[src/rtl/fifo_drain_ctrl_if.sv]
// Signal bundle linking the drain sequencer to the byte FIFO read port and to
// the downstream valid/ready consumer.
interface fifo_drain_ctrl_if #(
    parameter int DATA_WIDTH = 8
);
    logic                  fifo_empty;
    logic [DATA_WIDTH-1:0] fifo_data;
    logic                  fifo_write;
    logic                  fifo_read;
    logic [DATA_WIDTH-1:0] out_data;
    logic                  out_valid;
    logic                  out_ready;

    modport master (
        input  fifo_empty,
        input  fifo_data,
        input  fifo_write,
        input  out_ready,
        output fifo_read,
        output out_data,
        output out_valid
    );

    modport slave (
        output fifo_empty,
        output fifo_data,
        output fifo_write,
        output out_ready,
        input  fifo_read,
        input  out_data,
        input  out_valid
    );
endinterface

[src/rtl/fifo_drain_ctrl.sv]
// Read-side sequencer for the block-RAM byte FIFO: pops one entry at a time,
// waits out the FIFO update latency, and presents each byte on a valid/ready slot.
module fifo_drain_ctrl #(
    parameter int DATA_WIDTH    = 8,
    parameter int SETTLE_CYCLES = 3,
    parameter int COUNT_WIDTH   = 16
) (
    input  logic                   clk,
    input  logic                   reset,
    input  logic                   flush,
    fifo_drain_ctrl_if.master      bus,
    output logic                   busy,
    output logic [COUNT_WIDTH-1:0] pop_count
);
    typedef enum logic [1:0] {
        ST_IDLE    = 2'd0,
        ST_CAPTURE = 2'd1,
        ST_COOL    = 2'd2
    } state_t;

    localparam logic [3:0]             COOL_LOAD = 4'(SETTLE_CYCLES - 1);
    localparam logic [COUNT_WIDTH-1:0] CNT_ONE   = {{(COUNT_WIDTH-1){1'b0}}, 1'b1};

    state_t                  state_r;
    state_t                  state_next_s;
    logic [3:0]              cool_cnt_r;
    logic [DATA_WIDTH-1:0]   out_data_r;
    logic                    out_valid_r;
    logic [COUNT_WIDTH-1:0]  pop_count_r;
    logic                    fifo_read_s;
    logic                    slot_free_s;

    // A new pop may start once the slot is empty, is being drained, or is being flushed.
    assign slot_free_s = !out_valid_r | bus.out_ready | flush;

    // State register
    always_ff @(posedge clk) begin
        if (reset) begin
            state_r <= ST_IDLE;
        end else begin
            state_r <= state_next_s;
        end
    end

    // Next-state decision
    always_comb begin
        state_next_s = state_r;
        case (state_r)
            ST_IDLE: begin
                if (!bus.fifo_empty && slot_free_s) begin
                    state_next_s = ST_CAPTURE;
                end else begin
                    state_next_s = ST_IDLE;
                end
            end
            ST_CAPTURE: begin
                // A producer write wins the FIFO port; retry the pop next cycle.
                if (bus.fifo_write) begin
                    state_next_s = ST_CAPTURE;
                end else begin
                    state_next_s = ST_COOL;
                end
            end
            ST_COOL: begin
                if (cool_cnt_r == 4'd0) begin
                    state_next_s = ST_IDLE;
                end else begin
                    state_next_s = ST_COOL;
                end
            end
            default: state_next_s = ST_IDLE;
        endcase
    end

    // FSM outputs: the pop strobe
    always_comb begin
        fifo_read_s = 1'b0;
        case (state_r)
            ST_CAPTURE: begin
                if (!reset && !bus.fifo_write) begin
                    fifo_read_s = 1'b1;
                end else begin
                    fifo_read_s = 1'b0;
                end
            end
            default: fifo_read_s = 1'b0;
        endcase
    end

    // Settle countdown after each accepted pop
    always_ff @(posedge clk) begin
        if (reset) begin
            cool_cnt_r <= 4'd0;
        end else if (fifo_read_s) begin
            cool_cnt_r <= COOL_LOAD;
        end else if ((state_r == ST_COOL) && (cool_cnt_r != 4'd0)) begin
            cool_cnt_r <= cool_cnt_r - 4'd1;
        end else begin
            cool_cnt_r <= cool_cnt_r;
        end
    end

    // Output slot: a capture load beats both the consumer handshake and flush clearing
    always_ff @(posedge clk) begin
        if (reset) begin
            out_valid_r <= 1'b0;
            out_data_r  <= {DATA_WIDTH{1'b0}};
        end else if (fifo_read_s) begin
            out_valid_r <= !flush;
            if (!flush) begin
                out_data_r <= bus.fifo_data;
            end
        end else if (flush || (out_valid_r && bus.out_ready)) begin
            out_valid_r <= 1'b0;
        end
    end

    // Accepted-pop counter, flushed pops included
    always_ff @(posedge clk) begin
        if (reset) begin
            pop_count_r <= {COUNT_WIDTH{1'b0}};
        end else if (fifo_read_s) begin
            pop_count_r <= pop_count_r + CNT_ONE;
        end else begin
            pop_count_r <= pop_count_r;
        end
    end

    assign bus.fifo_read = fifo_read_s;
    assign bus.out_data  = out_data_r;
    assign bus.out_valid = out_valid_r;
    assign busy          = (state_r != ST_IDLE) | out_valid_r;
    assign pop_count     = pop_count_r;
endmodule

[src/flat_wrapper.sv]
// flat-port wrapper written by rule: the top's interface ports become plain ports
module fifo_drain_ctrl_flat 
#(
    parameter int DATA_WIDTH    = 8,
    parameter int SETTLE_CYCLES = 3,
    parameter int COUNT_WIDTH   = 16
)
  (clk, reset, flush, busy, pop_count, bus_fifo_empty, bus_fifo_data, bus_fifo_write, bus_out_ready, bus_fifo_read, bus_out_data, bus_out_valid);
  fifo_drain_ctrl_if #(.DATA_WIDTH(DATA_WIDTH)) bus_i ();
  input  logic clk;
  input  logic reset;
  input  logic flush;
  output logic busy;
  output logic [COUNT_WIDTH-1:0] pop_count;
  input wire logic [$bits(bus_i.fifo_empty)-1:0] bus_fifo_empty;
  input wire logic [$bits(bus_i.fifo_data)-1:0] bus_fifo_data;
  input wire logic [$bits(bus_i.fifo_write)-1:0] bus_fifo_write;
  input wire logic [$bits(bus_i.out_ready)-1:0] bus_out_ready;
  output wire logic [$bits(bus_i.fifo_read)-1:0] bus_fifo_read;
  output wire logic [$bits(bus_i.out_data)-1:0] bus_out_data;
  output wire logic [$bits(bus_i.out_valid)-1:0] bus_out_valid;
  assign bus_i.fifo_empty = bus_fifo_empty;
  assign bus_i.fifo_data = bus_fifo_data;
  assign bus_i.fifo_write = bus_fifo_write;
  assign bus_i.out_ready = bus_out_ready;
  assign bus_fifo_read = bus_i.fifo_read;
  assign bus_out_data = bus_i.out_data;
  assign bus_out_valid = bus_i.out_valid;
  fifo_drain_ctrl #(.DATA_WIDTH(DATA_WIDTH), .SETTLE_CYCLES(SETTLE_CYCLES), .COUNT_WIDTH(COUNT_WIDTH)) u_core (.clk(clk), .reset(reset), .flush(flush), .bus(bus_i), .busy(busy), .pop_count(pop_count));
endmodule
[config.mk]
export PLATFORM = sky130hd
export DESIGN_NAME = fifo_drain_ctrl_flat
export DESIGN_NICKNAME = d
export VERILOG_FILES = /design/src/rtl/fifo_drain_ctrl_if.sv /design/src/rtl/fifo_drain_ctrl.sv /design/src/flat_wrapper.sv
export SDC_FILE = /design/constraint.sdc
export NUM_CORES = 1
export LEC_CHECK = 0
export CORE_MARGIN = 8
export CORE_UTILIZATION = 40
export CTS_CLUSTER_DIAMETER = 50
export DETAILED_ROUTE_END_ITERATION = 10
export GPL_ROUTABILITY_DRIVEN = 0
export PLACE_DENSITY_LB_ADDON = 0.1
export SYNTH_ARGS = -nofsm -noshare
export SYNTH_HDL_FRONTEND = slang
export SYNTH_SLANG_ARGS = --single-unit
[constraint.sdc]
create_clock -name clk -period 1.8 [get_ports clk]
set_input_delay 0.18 -clock clk [delete_from_list [all_inputs] [get_ports clk]]
set_output_delay 0.18 -clock clk [all_outputs]
set_load 0.03 [all_outputs]
=== After elaboration in Yosys (flattened, before gate mapping) ===
Cells that the tools add are included.

* Flip-flop bits (word level): 31
* Input port bits: 14
* Output and inout port bits: 27
* Logic and storage cells: 42

* $add $sub $neg: 2
* Eq/ne operators: 2
* Mux-type cells: 10
* Bitwise gates (word level): 4
* Reduce and logical (&&, ||, !) cells: 18

{| class="wikitable"
|+ Operators by type and width
! kind !! number
|-
| $add 16x1->16 const B || 1
|-
| $mux 2 || 4
|-
| $pmux 2 s3 || 1
|-
| $reduce_bool 2->1 || 3
|-
| $logic_not 1->1 || 5
|-
| $mux 1 || 5
|-
| $logic_and 1x1->1 || 4
|-
| $logic_not 4->1 || 1
|-
| $reduce_bool 4->1 || 1
|-
| $sub 4x1->4 const B || 1
|-
| $or 1x1->1 || 3
|-
| $eq 2x1->1 const B || 1
|-
| $eq 2x2->1 const B || 1
|-
| $logic_not 2->1 || 1
|-
| $reduce_and 2->1 || 1
|-
| $reduce_or 2->1 || 1
|-
| $logic_or 1x1->1 || 1
|-
| $not 1->1 || 1
|}

=== Depth between registers and ports, before layout ===
* Depth after elaboration: 6
* Mapped depth: 6
* Depth with buffers taken out: 6

=== Worst setup path before layout ===
OpenSTA, ideal clock, no wires.

* Path type: reg-to-reg
* Start point: register u_core.pop_count_r[0], in the netlist u_core.pop_count[0]
* End point: register u_core.pop_count_r[12], in the netlist u_core.pop_count[12]
* Library setup time: 0.071 ns
* Arrival: 1.891 ns
* Data required time: 1.729 ns
* Slack: -0.162 ns
* Cell stages (with the launch flop): 7
* Buffers on the path: 1
* Period minus slack after synthesis: 1.962 ns
* Cell sequence: dfxtp_1 > ha_1 > nand3_1 > or4_1 > clkbuf_2 > or3_1 > a21oi_1

* Longest elaborated chain between the ends: 1

{| class="wikitable"
|+ Ends and longest elaborated chain
! what !! RTL line !! RTL
|-
| from (decl) || fifo_drain_ctrl.sv:29 || <nowiki>logic [COUNT_WIDTH-1:0] pop_count_r;</nowiki>
|-
| from (signal assigned) || fifo_drain_ctrl.sv:121 || <nowiki>pop_count_r <= {COUNT_WIDTH{1'b0}};</nowiki>
|-
| from (signal assigned) || fifo_drain_ctrl.sv:123 || <nowiki>pop_count_r <= pop_count_r + CNT_ONE;</nowiki>
|-
| from (signal assigned) || fifo_drain_ctrl.sv:125 || <nowiki>pop_count_r <= pop_count_r;</nowiki>
|-
| $add 16x1->16 || fifo_drain_ctrl.sv:123 ||
|}

No other way between the ends.
A chain may end at the register's enable or synchronous reset.

=== Worst setup path after layout ===
* Start point: register u_core.state_r[1]
* End point: register u_core.pop_count_r[14], in the netlist u_core.pop_count[14]

* Longest elaborated chain between the ends: 2

{| class="wikitable"
|+ Ends and longest elaborated chain
! what !! RTL line !! RTL
|-
| from (decl) || fifo_drain_ctrl.sv:24 || <nowiki>state_t state_r;</nowiki>
|-
| from (signal assigned) || fifo_drain_ctrl.sv:41 || <nowiki>state_r <= state_next_s;</nowiki>
|-
| $eq 2x1->1 || fifo_drain_ctrl.sv:78 || <nowiki>case (state_r)</nowiki>
|-
| $mux 1 || fifo_drain_ctrl.sv:78 ||
|}

No other way between the ends.

==> results.py <==
metrics = {
    "floorplan": {
        "core_area_sq_um": 3284,
        "fp.dieH_um": 73.83,
        "die_x_um": 73.83,
        "dieArea_sq_um": 5450,
        "initial_core_util": 0.4072,
        "io_pins": 41,
        "placementRows": 21,
    },
    "critical_path": {
        "end_kind": "register",
        "crit_type": "register to register",
        "crit_path_start_kind": "register",
        "cpPeakStageDelay_ns": 0.57,
        "cp.required_ns": 2.07,
        "worst-path-buf-inv": 0,
        "cp_max_fo": 6,
        "critPathArrivalTime_ns": 2.06,
        "cp_slowest_cell": "or4_4",
        "cp_cell_sequence": "or3b_4 -> or4_4 -> or3_1 -> a21oi_2",
        "path_delay_family": "simple AND/OR/NAND/NOR gates",
    },
    "finish": {
        "fillers": 295,
        "multi_input_area_sq_um": 693.2,
        "design_area_sq_um": 1964,
        "syn_to_final_growth_pct": 46.87,
        "seqCellArea_sq_um": 629.4,
        "drive_gt1_frac": 0.1818,
        "layoutNonFillerInstCount": 255,
        "num-nets-final": 224,
        "diodes": 0,
    },
    "drt": {
        "drt_wl_total_um": 3220,
        "viasPerCell": 4.800,
        "dr.pass1.iters": 4,
        "top_layer_used": "met4",
        "drcViolationCount": 0,
        "drtIter0Drc": 64,
        "antenna_left": 0,
        "vias": 1224,
        "wl_met2_um": 1575,
        "wl_per_cell_um": 12.63,
        "route.layer.met1.wl_um": 1370,
        "wl_met3_um": 229,
    },
    "place": {
        "dp_cells": 247,
        "dpl_cell_area_sq_um": 1864,
        "pre_cts_ws_ns": -0.3594,
        "hpwl_um": 2415,
        "port-buffer-count": 40,
    },
    "grt": {
        "grt_max_degree": 38,
        "antenna_found_initial": 0,
        "grt_pass1_vias": 1184,
        "grt_util_all_layers": 0.1263,
        "gr-total-overflow": 0,
        "grt_pass1_wl_um": 5292,
    },
    "pwr": {
        "clkPwrFrac": 0.403,
        "ir_worst_vdd_v": 0.0003151,
        "p_int_mw": 1.096,
        "p_sw_frac": 0.2229,
        "leakagePower_nw": 0.7014,
        "pwr-share-seq": 0.499,
        "p_per_area_nw_per_um2": 717.9,
        "p_sw_mw": 0.3144,
        "p_comb_frac": 0.099,
    },
    "cts": {
        "clkSinkCount": 31,
        "cts_root_buf": "clkbuf_4",
        "h-tree-depth": 2,
        "post-cts-setup-buffer-count": 0,
        "cts_buffer_depth": 2,
        "cts_tree": "done",
        "clk_pin_slew_ns": 0.10,
        "cts_made_buffers": 5,
        "clk_latency_ns": 0.33,
        "cts.hold.buffers_added": 0,
    },
    "timing": {
        "fin_crit_sh": 0.9958,
        "period_needed_ns": 1.792,
        "worst_clock_skew_ns": 0.005197,
        "worst_slew_pin_slew_ns": 0.3603,
        "max_freq_mhz": 557.9,
        "setup_ws_ns": 0.007582,
        "finalSetupTns_ns": 0,
        "drv_slew": 0,
        "setup_viol": 0,
        "hold_violations": 0,
        "maxSlewHeadroom": 0.7598,
        "rsz0062_at_grt": "yes",
    },
    "logic_synthesis": {
        "synth.area.top_cells": "dfxtp_1 46%, nand2b_1 5.1%, o21ai_0 4.9%",
        "syn-instance-count": 157,
        "synthTopCellsByCount": "31 x dfxtp_1, 16 x nand2_1, 14 x nor2_1",
        "synth_cell_types": 30,
        "ys_seq_area_frac": 0.4640,
        "ys_ff_latch": 31,
        "yosys.area.top_type": "dfxtp_1",
        "synth-edff-count": 0,
        "yosysTopAreaCellShare": 0.4640,
        "synth.avg_cell_area_sq_um": 8.519,
        "async_flop_share": 0,
        "ys.warnings.count": 0,
        "yosysMostFrequentCell": "dfxtp_1",
        "syn_nets": 173,
        "netlist_area_sq_um": 1338,
        "synth_ff_type": "dfxtp_1",
    },
    "job": {
        "cap_violations": 0,
    },
    "outcome": {
        "status": "completed",
    },
    "hold_path": {
        "worst_hold_path_type": "input pin to register",
    },
}
## power groups by stage
stage / logic, mW / clock network (mW) / registers [mW]
finish: 0.139 / 0.568 / 0.703
global placement: 0.137 / 0 / 0.719
floorplan: 0.0524 / 0 / 0.734
global route: 0.152 / 0.616 / 0.705
detailed placement: 0.141 / 0 / 0.719
CTS: 0.139 / 0.590 / 0.703
## layout make-up
cell class	instances	share of cell area
Timing Repair Buffer	52	0.2478
Sequential cell	31	0.3204
Tap cell	46	0.02930
Multi-Input combinational cell	115	0.3529
Clock buffer	6	0.02611
Inverter	3	0.005732
Clock inverter	2	0.01783
## cells by family after synthesis
logic type / synth area share
AND/OR/NAND/NOR: 0.2853
AO/OA/AOI/OAI: 0.1076
adder cells (fa/ha/maj): 0.01871
XOR/XNOR: 0.05893
multiplexers: 0.03367
flip-flops: 0.4640
buffers and inverters: 0.03180
## worst paths after layout
check | startpoint | end | slack (ns) | cells after the start
max | u_core.state_r[1]$_SDFF_PP0_ | u_core.pop_count[14]$_SDFFE_PP0P_ | 0.008 | 4
min reg2reg | u_core.bus.out_data[1]$_SDFFE_PP0P_ | u_core.bus.out_data[1]$_SDFFE_PP0P_ | 0.48 | 2
max reg2reg | u_core.state_r[1]$_SDFF_PP0_ | u_core.pop_count[14]$_SDFFE_PP0P_ | 0.008 | 4
min | bus_fifo_data[1] | u_core.bus.out_data[1]$_SDFFE_PP0P_ | 0.40 | 3
## registers in the layout, indices dropped and copies added, names as in the netlist
signal,cells
u_core.pop_count,16
u_core.bus.out_data,8
u_core.cool_cnt_r,4
u_core.state_r,2
u_core.bus.out_valid,1
## worst register-to-register path, cell delays in order (launching register included)
cell	delay (ns)
dfxtp_2	0.33
or3b_4	0.38
or4_4	0.57
or3_1	0.33
a21oi_2	0.12
## cell usage in the layout (no fill, tap or decap), types with 2 or more instances in the layout
cell type	Yosys	layout
nand2b_1	11	11
a21oi_1	8	6
nor2b_1	4	4
dfxtp_2	0	7
nor2_1	14	14
nand3_1	5	5
inv_1	3	3
nor3_1	8	7
clkbuf_4	0	5
dfxtp_1	31	24
nand4_1	4	4
a21oi_2	0	2
xor2_1	4	4
o21ai_0	13	12
ha_1	2	2
clkdlybuf4s50_1	0	38
nand2_1	16	16
buf_4	0	13
mux2_2	4	4
or3_1	5	5
xnor2_1	5	5
## what timing repair did
action                     CTS  global route
resized for setup            2             5
pin swaps                    0             3
setup endpoints to repair    4             4
## routing by layer
layer | vias to the layer above | global-route usage
met5 | - | 0
met3 | 6 | 0.05593
met4 | 0 | 0.04656
met2 | 30 | 0.2106
li1 | 642 | -
met1 | 546 | 0.1370
## metrics by stage
stage,power (mW),util,hold slack (ns)
floorplan,0.7863,-,0.2886
global placement,0.8554,0.5676,0.4596
detailed placement,0.8596,0.5676,0.4697
CTS,1.432,0.5947,0.3837
global route,1.472,0.5981,0.4140
finish,1.410,0.5981,0.3998
Note: power is estimated with default switching activity, not from simulation.
